===== src/rtl/mem1_pkg.sv =====
// Shared types, aluop codes and store-lane helpers for the mem1 memory-access stage.
package mem1_pkg;

    localparam int ADDR_WIDTH = 32;
    localparam int DATA_WIDTH = 32;

    localparam logic [7:0] EXE_LD_B_OP  = 8'h20;
    localparam logic [7:0] EXE_LD_BU_OP = 8'h21;
    localparam logic [7:0] EXE_LD_H_OP  = 8'h22;
    localparam logic [7:0] EXE_LD_HU_OP = 8'h23;
    localparam logic [7:0] EXE_LD_W_OP  = 8'h24;
    localparam logic [7:0] EXE_ST_B_OP  = 8'h28;
    localparam logic [7:0] EXE_ST_H_OP  = 8'h29;
    localparam logic [7:0] EXE_ST_W_OP  = 8'h2A;

    typedef struct packed {
        logic                  valid;
        logic                  excp;
        logic [5:0]            excp_num;
        logic [ADDR_WIDTH-1:0] pc;
    } instr_info_t;

    typedef struct packed {
        instr_info_t           instr_info;
        logic [7:0]            aluop;
        logic                  mem_load;
        logic                  mem_store;
        logic [ADDR_WIDTH-1:0] mem_addr;
        logic [DATA_WIDTH-1:0] reg2;
        logic                  data_uncache_en;
        logic                  wreg;
        logic [4:0]            waddr;
        logic [DATA_WIDTH-1:0] wdata;
    } ex_mem_struct;

    typedef struct packed {
        instr_info_t           instr_info;
        logic                  wreg;
        logic [4:0]            waddr;
        logic [DATA_WIDTH-1:0] wdata;
    } mem_wb_struct;

    typedef struct packed {
        logic                  wreg;
        logic                  data_valid;
        logic [4:0]            waddr;
        logic [DATA_WIDTH-1:0] wdata;
    } data_forward_t;

    typedef struct packed {
        logic                  valid;
        logic                  we;
        logic [ADDR_WIDTH-1:0] addr;
        logic [3:0]            wstrb;
        logic [DATA_WIDTH-1:0] wdata;
        logic                  uncached;
    } dcache_req_t;

    typedef enum logic [1:0] {
        S_IDLE      = 2'd0,
        S_WAIT_RESP = 2'd1,
        S_HOLD      = 2'd2,
        S_DRAIN     = 2'd3
    } mem1_state_t;

    function automatic logic [3:0] store_strb(input logic [7:0] op, input logic [1:0] lo);
        if (op == EXE_ST_B_OP)      return 4'b0001 << lo;
        else if (op == EXE_ST_H_OP) return lo[1] ? 4'b1100 : 4'b0011;
        else                        return 4'hF;
    endfunction

    function automatic logic [31:0] store_data(input logic [7:0] op, input logic [31:0] r2);
        if (op == EXE_ST_B_OP)      return {4{r2[7:0]}};
        else if (op == EXE_ST_H_OP) return {2{r2[15:0]}};
        else                        return r2;
    endfunction

endpackage


===== src/rtl/mem1_load_align.sv =====
// Load lane select and sign/zero extension of the raw aligned DCache word.
module load_align (
    input  logic [1:0]  addr_lo_i,
    input  logic        byte_i,
    input  logic        half_i,
    input  logic        signed_i,
    input  logic [31:0] raw_i,
    output logic [31:0] data_o
);
    logic [7:0]  lane_b;
    logic [15:0] lane_h;

    always_comb begin
        case (addr_lo_i)
            2'd0:    lane_b = raw_i[7:0];
            2'd1:    lane_b = raw_i[15:8];
            2'd2:    lane_b = raw_i[23:16];
            default: lane_b = raw_i[31:24];
        endcase
        lane_h = addr_lo_i[1] ? raw_i[31:16] : raw_i[15:0];
        if (byte_i)
            data_o = {{24{signed_i & lane_b[7]}}, lane_b};
        else if (half_i)
            data_o = {{16{signed_i & lane_h[15]}}, lane_h};
        else
            data_o = raw_i;
    end
endmodule


===== src/rtl/mem1.sv =====
// Memory-access stage: one DCache request per instruction, stalls until done, registers mem_wb.
// MEM1_LOAD_FORWARD_EN: when defined, load results are forwarded to dispatch before writeback.
module mem1
    import mem1_pkg::*;
(
    input  logic          clk,
    input  logic          rst,
    input  logic          flush,
    input  logic          clear,
    input  logic          advance,
    output logic          advance_ready,
    input  ex_mem_struct  ex_i,
    output logic          dcache_req_valid_o,
    input  logic          dcache_req_ready_i,
    output logic          dcache_req_we_o,
    output logic [31:0]   dcache_req_addr_o,
    output logic [3:0]    dcache_req_wstrb_o,
    output logic [31:0]   dcache_req_wdata_o,
    output logic          dcache_req_uncached_o,
    input  logic          dcache_resp_valid_i,
    input  logic [31:0]   dcache_resp_data_i,
    output data_forward_t data_forward_o,
    output mem_wb_struct  mem_o_buffer
);
    mem1_state_t   state_q, state_d;
    logic [31:0]   res_q, res_d;
    mem_wb_struct  mem_buf_q, mem_buf_d;
    dcache_req_t   req;
    data_forward_t fwd;

    logic        memop, is_load, is_store, resp_ok, req_valid;
    logic [31:0] ld_ext, load_wdata;
    logic        ld_byte, ld_half, ld_signed;

    assign memop    = ex_i.instr_info.valid & ~ex_i.instr_info.excp & (ex_i.mem_load | ex_i.mem_store);
    assign is_load  = memop & ex_i.mem_load;
    assign is_store = memop & ex_i.mem_store & ~ex_i.mem_load;
    assign resp_ok  = (state_q == S_WAIT_RESP) & dcache_resp_valid_i & ~flush;

    assign ld_byte   = (ex_i.aluop == EXE_LD_B_OP) | (ex_i.aluop == EXE_LD_BU_OP);
    assign ld_half   = (ex_i.aluop == EXE_LD_H_OP) | (ex_i.aluop == EXE_LD_HU_OP);
    assign ld_signed = (ex_i.aluop != EXE_LD_BU_OP) & (ex_i.aluop != EXE_LD_HU_OP);

    load_align u_load_align (
        .addr_lo_i (ex_i.mem_addr[1:0]),
        .byte_i    (ld_byte),
        .half_i    (ld_half),
        .signed_i  (ld_signed),
        .raw_i     (dcache_resp_data_i),
        .data_o    (ld_ext)
    );

    always_ff @(posedge clk) begin
        if (!rst) begin
            state_q   <= S_IDLE;
            res_q     <= '0;
            mem_buf_q <= '0;
        end else begin
            state_q   <= state_d;
            res_q     <= res_d;
            mem_buf_q <= mem_buf_d;
        end
    end

    always_comb begin
        state_d = state_q;
        case (state_q)
            S_IDLE: begin
                if (memop && !flush && dcache_req_ready_i) begin
                    if (is_load)      state_d = S_WAIT_RESP;
                    else if (!advance) state_d = S_HOLD;
                end
            end
            S_WAIT_RESP: begin
                if (flush)                    state_d = dcache_resp_valid_i ? S_IDLE : S_DRAIN;
                else if (dcache_resp_valid_i) state_d = advance ? S_IDLE : S_HOLD;
            end
            S_HOLD:  if (advance || flush)   state_d = S_IDLE;
            S_DRAIN: if (dcache_resp_valid_i) state_d = S_IDLE;
            default: state_d = S_IDLE;
        endcase
    end

    always_comb begin
        req_valid     = 1'b0;
        advance_ready = 1'b0;
        case (state_q)
            S_IDLE: begin
                req_valid     = memop & ~flush;
                advance_ready = ~memop | (is_store & ~flush & dcache_req_ready_i);
            end
            S_WAIT_RESP: advance_ready = resp_ok;
            S_HOLD:      advance_ready = 1'b1;
            default:     advance_ready = 1'b0;
        endcase
    end

    // HOLD presents the latched result; the response cycle uses the live word.
    assign res_d      = resp_ok ? ld_ext : res_q;
    assign load_wdata = (state_q == S_HOLD) ? res_q : ld_ext;

    always_comb begin
        req.valid    = req_valid & rst;
        req.we       = is_store;
        req.addr     = ex_i.mem_addr;
        req.wstrb    = is_store ? store_strb(ex_i.aluop, ex_i.mem_addr[1:0]) : 4'h0;
        req.wdata    = store_data(ex_i.aluop, ex_i.reg2);
        req.uncached = ex_i.data_uncache_en;
    end

    assign dcache_req_valid_o    = req.valid;
    assign dcache_req_we_o       = req.we;
    assign dcache_req_addr_o     = req.addr;
    assign dcache_req_wstrb_o    = req.wstrb;
    assign dcache_req_wdata_o    = req.wdata;
    assign dcache_req_uncached_o = req.uncached;

    always_comb begin
        fwd.wreg       = ex_i.instr_info.valid & ex_i.wreg;
        fwd.waddr      = ex_i.waddr;
        fwd.data_valid = 1'b1;
        fwd.wdata      = ex_i.wdata;
        if (is_load) begin
`ifdef MEM1_LOAD_FORWARD_EN
            fwd.data_valid = resp_ok | (state_q == S_HOLD);
            fwd.wdata      = load_wdata;
`else
            fwd.data_valid = 1'b0;
`endif
        end
        if (!rst) fwd = '0;
    end

    assign data_forward_o = fwd;

    always_comb begin
        mem_buf_d = mem_buf_q;
        if (flush || clear) begin
            mem_buf_d = '0;
        end else if (advance) begin
            mem_buf_d.instr_info = ex_i.instr_info;
            mem_buf_d.wreg       = ex_i.wreg;
            mem_buf_d.waddr      = ex_i.waddr;
            mem_buf_d.wdata      = is_load ? load_wdata : ex_i.wdata;
        end
    end

    assign mem_o_buffer = mem_buf_q;
endmodule


===== config.mk =====
export PLATFORM = sky130hd
export DESIGN_NAME = mem1
export DESIGN_NICKNAME = d
export VERILOG_FILES = /design/src/rtl/mem1_pkg.sv /design/src/rtl/mem1_load_align.sv /design/src/rtl/mem1.sv
export SDC_FILE = /design/constraint.sdc
export NUM_CORES = 1
export LEC_CHECK = 0
export BUFFER_PORTS_ARGS = -buffer_cell sky130_fd_sc_hd__buf_4
export CORE_AREA = 2 2 148 150
export CTS_BUF_LIST = sky130_fd_sc_hd__clkbuf_4
export DETAILED_ROUTE_END_ITERATION = 8
export DIE_AREA = 0 0 150 152
export GPL_ROUTABILITY_DRIVEN = 0
export HOLD_SLACK_MARGIN = 0.02
export PLACE_DENSITY_LB_ADDON = 0.15
export SKIP_LAST_GASP = 1
export SLEW_MARGIN = 20
export SYNTH_ARGS = -nofsm -noshare
export SYNTH_HDL_FRONTEND = slang
export SYNTH_SLANG_ARGS = --single-unit

===== constraint.sdc =====
create_clock -name clk -period 2.2 [get_ports clk]
set_clock_uncertainty 0.05 [all_clocks]
set_input_delay 0.44 -clock clk [delete_from_list [all_inputs] [get_ports clk]]
set_output_delay 0.44 -clock clk [all_outputs]
set_load 0.005 [all_outputs]

==> metrics.md <==
| Metric | Value |
|---|---|
| Setup ws final | -0.0209 ns |
| Critical Path AT | 1.73 ns |
| I/O Buffers | 318 |
| Final Hold Viols | 0 |
| Register area share after synthesis | 32.6% |
| Hold_ws | 0.0945 ns |
| Core box area | 21400 sq um |
| Clk pwr share | 25.6% |
| Mean number of vias per cell | 5.12 |
| Leading post-synthesis cells by cell area | dfxtp_1, mux2i_1, buf_4 |
| WL/cell | 18.0 um |
| Clk slew on worst S/H paths | 0.21 ns |
| Clock latency on the worst-skew pair | 0.50 ns |
| CP most frequent cell | buf_6 |
| Combinational Power Share | 25.4% |
| Slew HR | 55.4% |
| Final setup fails | 8 |
| Hold WC Path Type | in -> reg |
| HP Start | ex_i[113] |
| DRT iter0 DRCs | 360 |
| Kind of critical path | in -> out |
| Worst Tran Pin Value | 0.669 ns |
| Grt ovf | 0 |
| Hpwl dp | 18800 um |
| Worst setup SP type | primary input |
| Post-DP Area | 9590 sq um |
| Num CTS Buffers | 9 |
| Yosys warning total | 0 |
| Fin util | 46.1% |
| Clock Tree Buf Depth | 2 |
| Pwr/cell area | 432 nW/um^2 |
| Failing checks | setup timing |
| Mapped Cells | 821 |
| Detail Route Antenna Nets | 0 |
| Synth top area share | 32.6% |
| DRT Pass-1 Iters | 4 |
| CP peak stage delay | 0.31 ns |
| Peak supply drop | 251 uV |
| Maxcap violations | 0 |
| TritonCTS clock tree | done |
| Period minus WS final | 2.22 ns |
| Synth Area in XOR/XNOR | 0% |
| Area leader, netlist | dfxtp_1 |
| DIE AREA | 22800 sq um |
| R2r worst-path depth | 4 |
| CP endpoint kind | output pin |
| Post-synth ARST share | 0% |
| CP max stage cell | mux2_4 |
| WL final | 24800 um |
| Adder-cell share of the synthesized area | 0% |
| # clock sinks | 112 |
| Die Ht | 152 um |
| CP top delay family | simple AND/OR/NAND/NOR gates |
| Net count after synthesis | 1013 |
| Largest net degree at the start of global routing | 79 |
| CTS Hold Bufs | 0 |
| Crit path buf inv count | 3 |
| Simple-Gate Fraction of Synth Area | 18.3% |
| #FFs+latches synth | 112 |
| FP Rows | 54 |
| Tot GR Track Use | 21.3% |
| RSZ-0062 raised after global routing | true |
| Total Power | 0.00425 W |
| Dominant synthesized flop cell | dfxtp_1 |
| Fin area | 9830 sq um |
| Layout area overhead | 42.7% |
| Max Freq | 450 MHz |
| Initial Utilization | 32.3% |
| Synth cell types | 53 |
| Critical Path Fanout Max | 8 |
| Final cycle utilization of the critical path | 101% |
| Cells on Worst Hold Path | 3 |
| Vias in the first global route | 6871 |
| Mux share of post-synthesis cell area | 13.5% |
| Net Switching | 0.00132 W |
| Post-synthesis compound-gate area fraction | 25.9% |
| Internal power | 0.00293 W |
| Pleak | 4.33 nW |
| Crit-path cells | buf_6, nor4b_4, nand4_1, nor2_2, buf_12, mux2_4, buf_6 |
| # IOs | 381 |
| Initial antenna violation count | 1 |
| Nets | 1283 |
| Die Width | 150 um |
| Largest family of logic cells by synthesized area | compound AO/OA/AOI/OAI gates |
| Sw Ratio | 31.2% |
| Hold endpoint | mem_o_buffer[38]$_SDFFE_PP0P_ |
| Share of layout cells above drive strength 1 | 42.1% |
| Synth Cell Area | 6890 sq um |
| Req. time, crit path | 1.71 ns |
| Status | finished with violations |
| H-tree levels | 3 |
| FF-to-FF Start | state_q[1]$_SDFFE_PN0P_ |
| Global-route wire length before repair | 38700 um |
| DRC | 0 |
| Syn avg cell area | 8.39 sq um |
| Proportion of power drawn by flip-flops and latches | 49.0% |
| Routed vias | 7057 |
| Final Slew Violations | 0 |
| EDFF count, synth | 0 |
| Clock Root Buffer | clkbuf_4 |
| Reg-to-reg endpoint | res_q[21]$_SDFFE_PN0N_ |
| Setup slack, reg-to-reg | 0.33 ns |
-- worst min-delay path, delay by kind of cell --
| family | cells | cell delay [ns] |
|---|---|---|
| mux | 1 | 0.05 |
| simple gates | 1 | 0.07 |
| buf+inv | 1 | 0.08 |
-- stage by stage --
step | TNS, ns | instances | worst slack (ns)
CTS | -0.237 | 1376 | -0.0314
detailed placement | -2.37 | 1358 | -0.126
floorplan | 0 | 821 | 0.0277
global placement | -2.09 | 1358 | -0.128
finish | -0.138 | 1377 | -0.0209
global route | -0.897 | 1377 | -0.0680
-- worst max path at each step --
stage,startpoint,to,cells after the start
2_1_floorplan,ex_i[109],dcache_req_wdata_o[10],4
3_3_place_gp,ex_i[72],res_q[16]$_SDFFE_PN0N_,5
3_5_place_dp,ex_i[72],res_q[16]$_SDFFE_PN0N_,5
4_1_cts,ex_i[111],dcache_req_wdata_o[8],7
5_1_grt,ex_i[109],dcache_req_wdata_o[9],7
6_report,ex_i[109],dcache_req_wdata_o[9],7
-- area by class of cell --
class | instances | area (sq um)
clock inverters | 7 | 82.6
fillers | 2217 | 11500
clock buffers | 9 | 67.6
inverters | 14 | 52.6
flip-flops and latches | 112 | 2240
diodes | 1 | 2.50
repair buffers | 375 | 3000
well taps | 280 | 350
multi-input cells | 579 | 4040
-- metal layers --
metal	share of wire, %	wire length [um]	global-route usage (%)	up-vias
met4	2.6	644	7.28	0
met2	48	12000	34.9	223
li1	-	-	-	3506
met5	0	0	0	-
met3	5.5	1370	3.27	45
met1	44	10800	28.3	3283
-- power by group through the flow --
stage	clock network (W)	logic (W)	registers, W
5_1_grt	0.00123	0.00117	0.00209
4_1_cts	0.00115	0.00108	0.00208
3_3_place_gp	0	0.00106	0.00212
6_report	0.00109	0.00108	0.00208
2_1_floorplan	0	0.000506	0.00212
3_5_place_dp	0	0.00106	0.00212
-- cell usage after synthesis, drive strengths merged, types with 2 or more instances --
| cell | number |
|---|---|
| buf | 59 |
| a211oi | 16 |
| nor3 | 2 |
| dfxtp | 112 |
| o211a | 7 |
| o221a | 7 |
| nand4 | 10 |
| a31o | 8 |
| or2 | 9 |
| o21a | 12 |
| a2111oi | 3 |
| nand2b | 6 |
| clkinv | 3 |
| clkbuf | 57 |
| and2 | 39 |
| a41oi | 8 |
| a31oi | 32 |
| o221ai | 25 |
| and3 | 2 |
| nor2 | 64 |
| o22ai | 24 |
| nor2b | 24 |
| or3 | 9 |
| or3b | 2 |
| mux2i | 56 |
| a21boi | 10 |
| o21ai | 54 |
| nand3 | 10 |
| o2111ai | 2 |
| inv | 11 |
| mux4 | 8 |
| o21bai | 2 |
| nand2 | 64 |
| mux2 | 17 |
| a21oi | 19 |
| o211ai | 10 |
| a21o | 7 |
| nor3b | 3 |
-- flip-flops by register name, summed over array words and instances (netlist names) --
signal        cells
mem_o_buffer     78
res_q            32
state_q           2
-- cell families (layout without fill, tap and decap cells) --
family / Yosys count / count (layout)
AO/OA/AOI/OAI: 248 / 248
AND/OR/NAND/NOR: 250 / 250
other: 0 / 1
flip-flops: 112 / 112
buffers and inverters: 130 / 405
multiplexers: 81 / 81
-- layout by cell type, fill, tap and decap left out, types with 7 or more instances in the layout --
cell        n
a31oi_1    32
nand2_1    64
mux2_4      8
or3_1       9
nor2b_1    23
o21ai_0    54
mux2i_1    56
o211a_1     7
mux4_2      8
a41oi_1     8
buf_4     353
a21o_1      7
a21oi_2    10
o221a_2     7
a21boi_0    9
a211oi_1   16
o22ai_1    24
and2_1     39
inv_1      11
nand3_1    10
o211ai_1   10
nand4_1    10
buf_6      10
o221ai_1   25
nor2_1     62
o21a_1     12
or2_2       9
a21oi_1     9
mux2_2      9
dfxtp_1   111
buf_12     11
a31o_2      8
clkbuf_4    9
-- what timing repair did --
item                       CTS  global route
setup endpoints to repair    8            19
pin swaps                    3             4
buffers inserted             2             0
cloned                       0             0
resized for setup           19             2
Note: power is estimated with default switching activity, not from simulation.
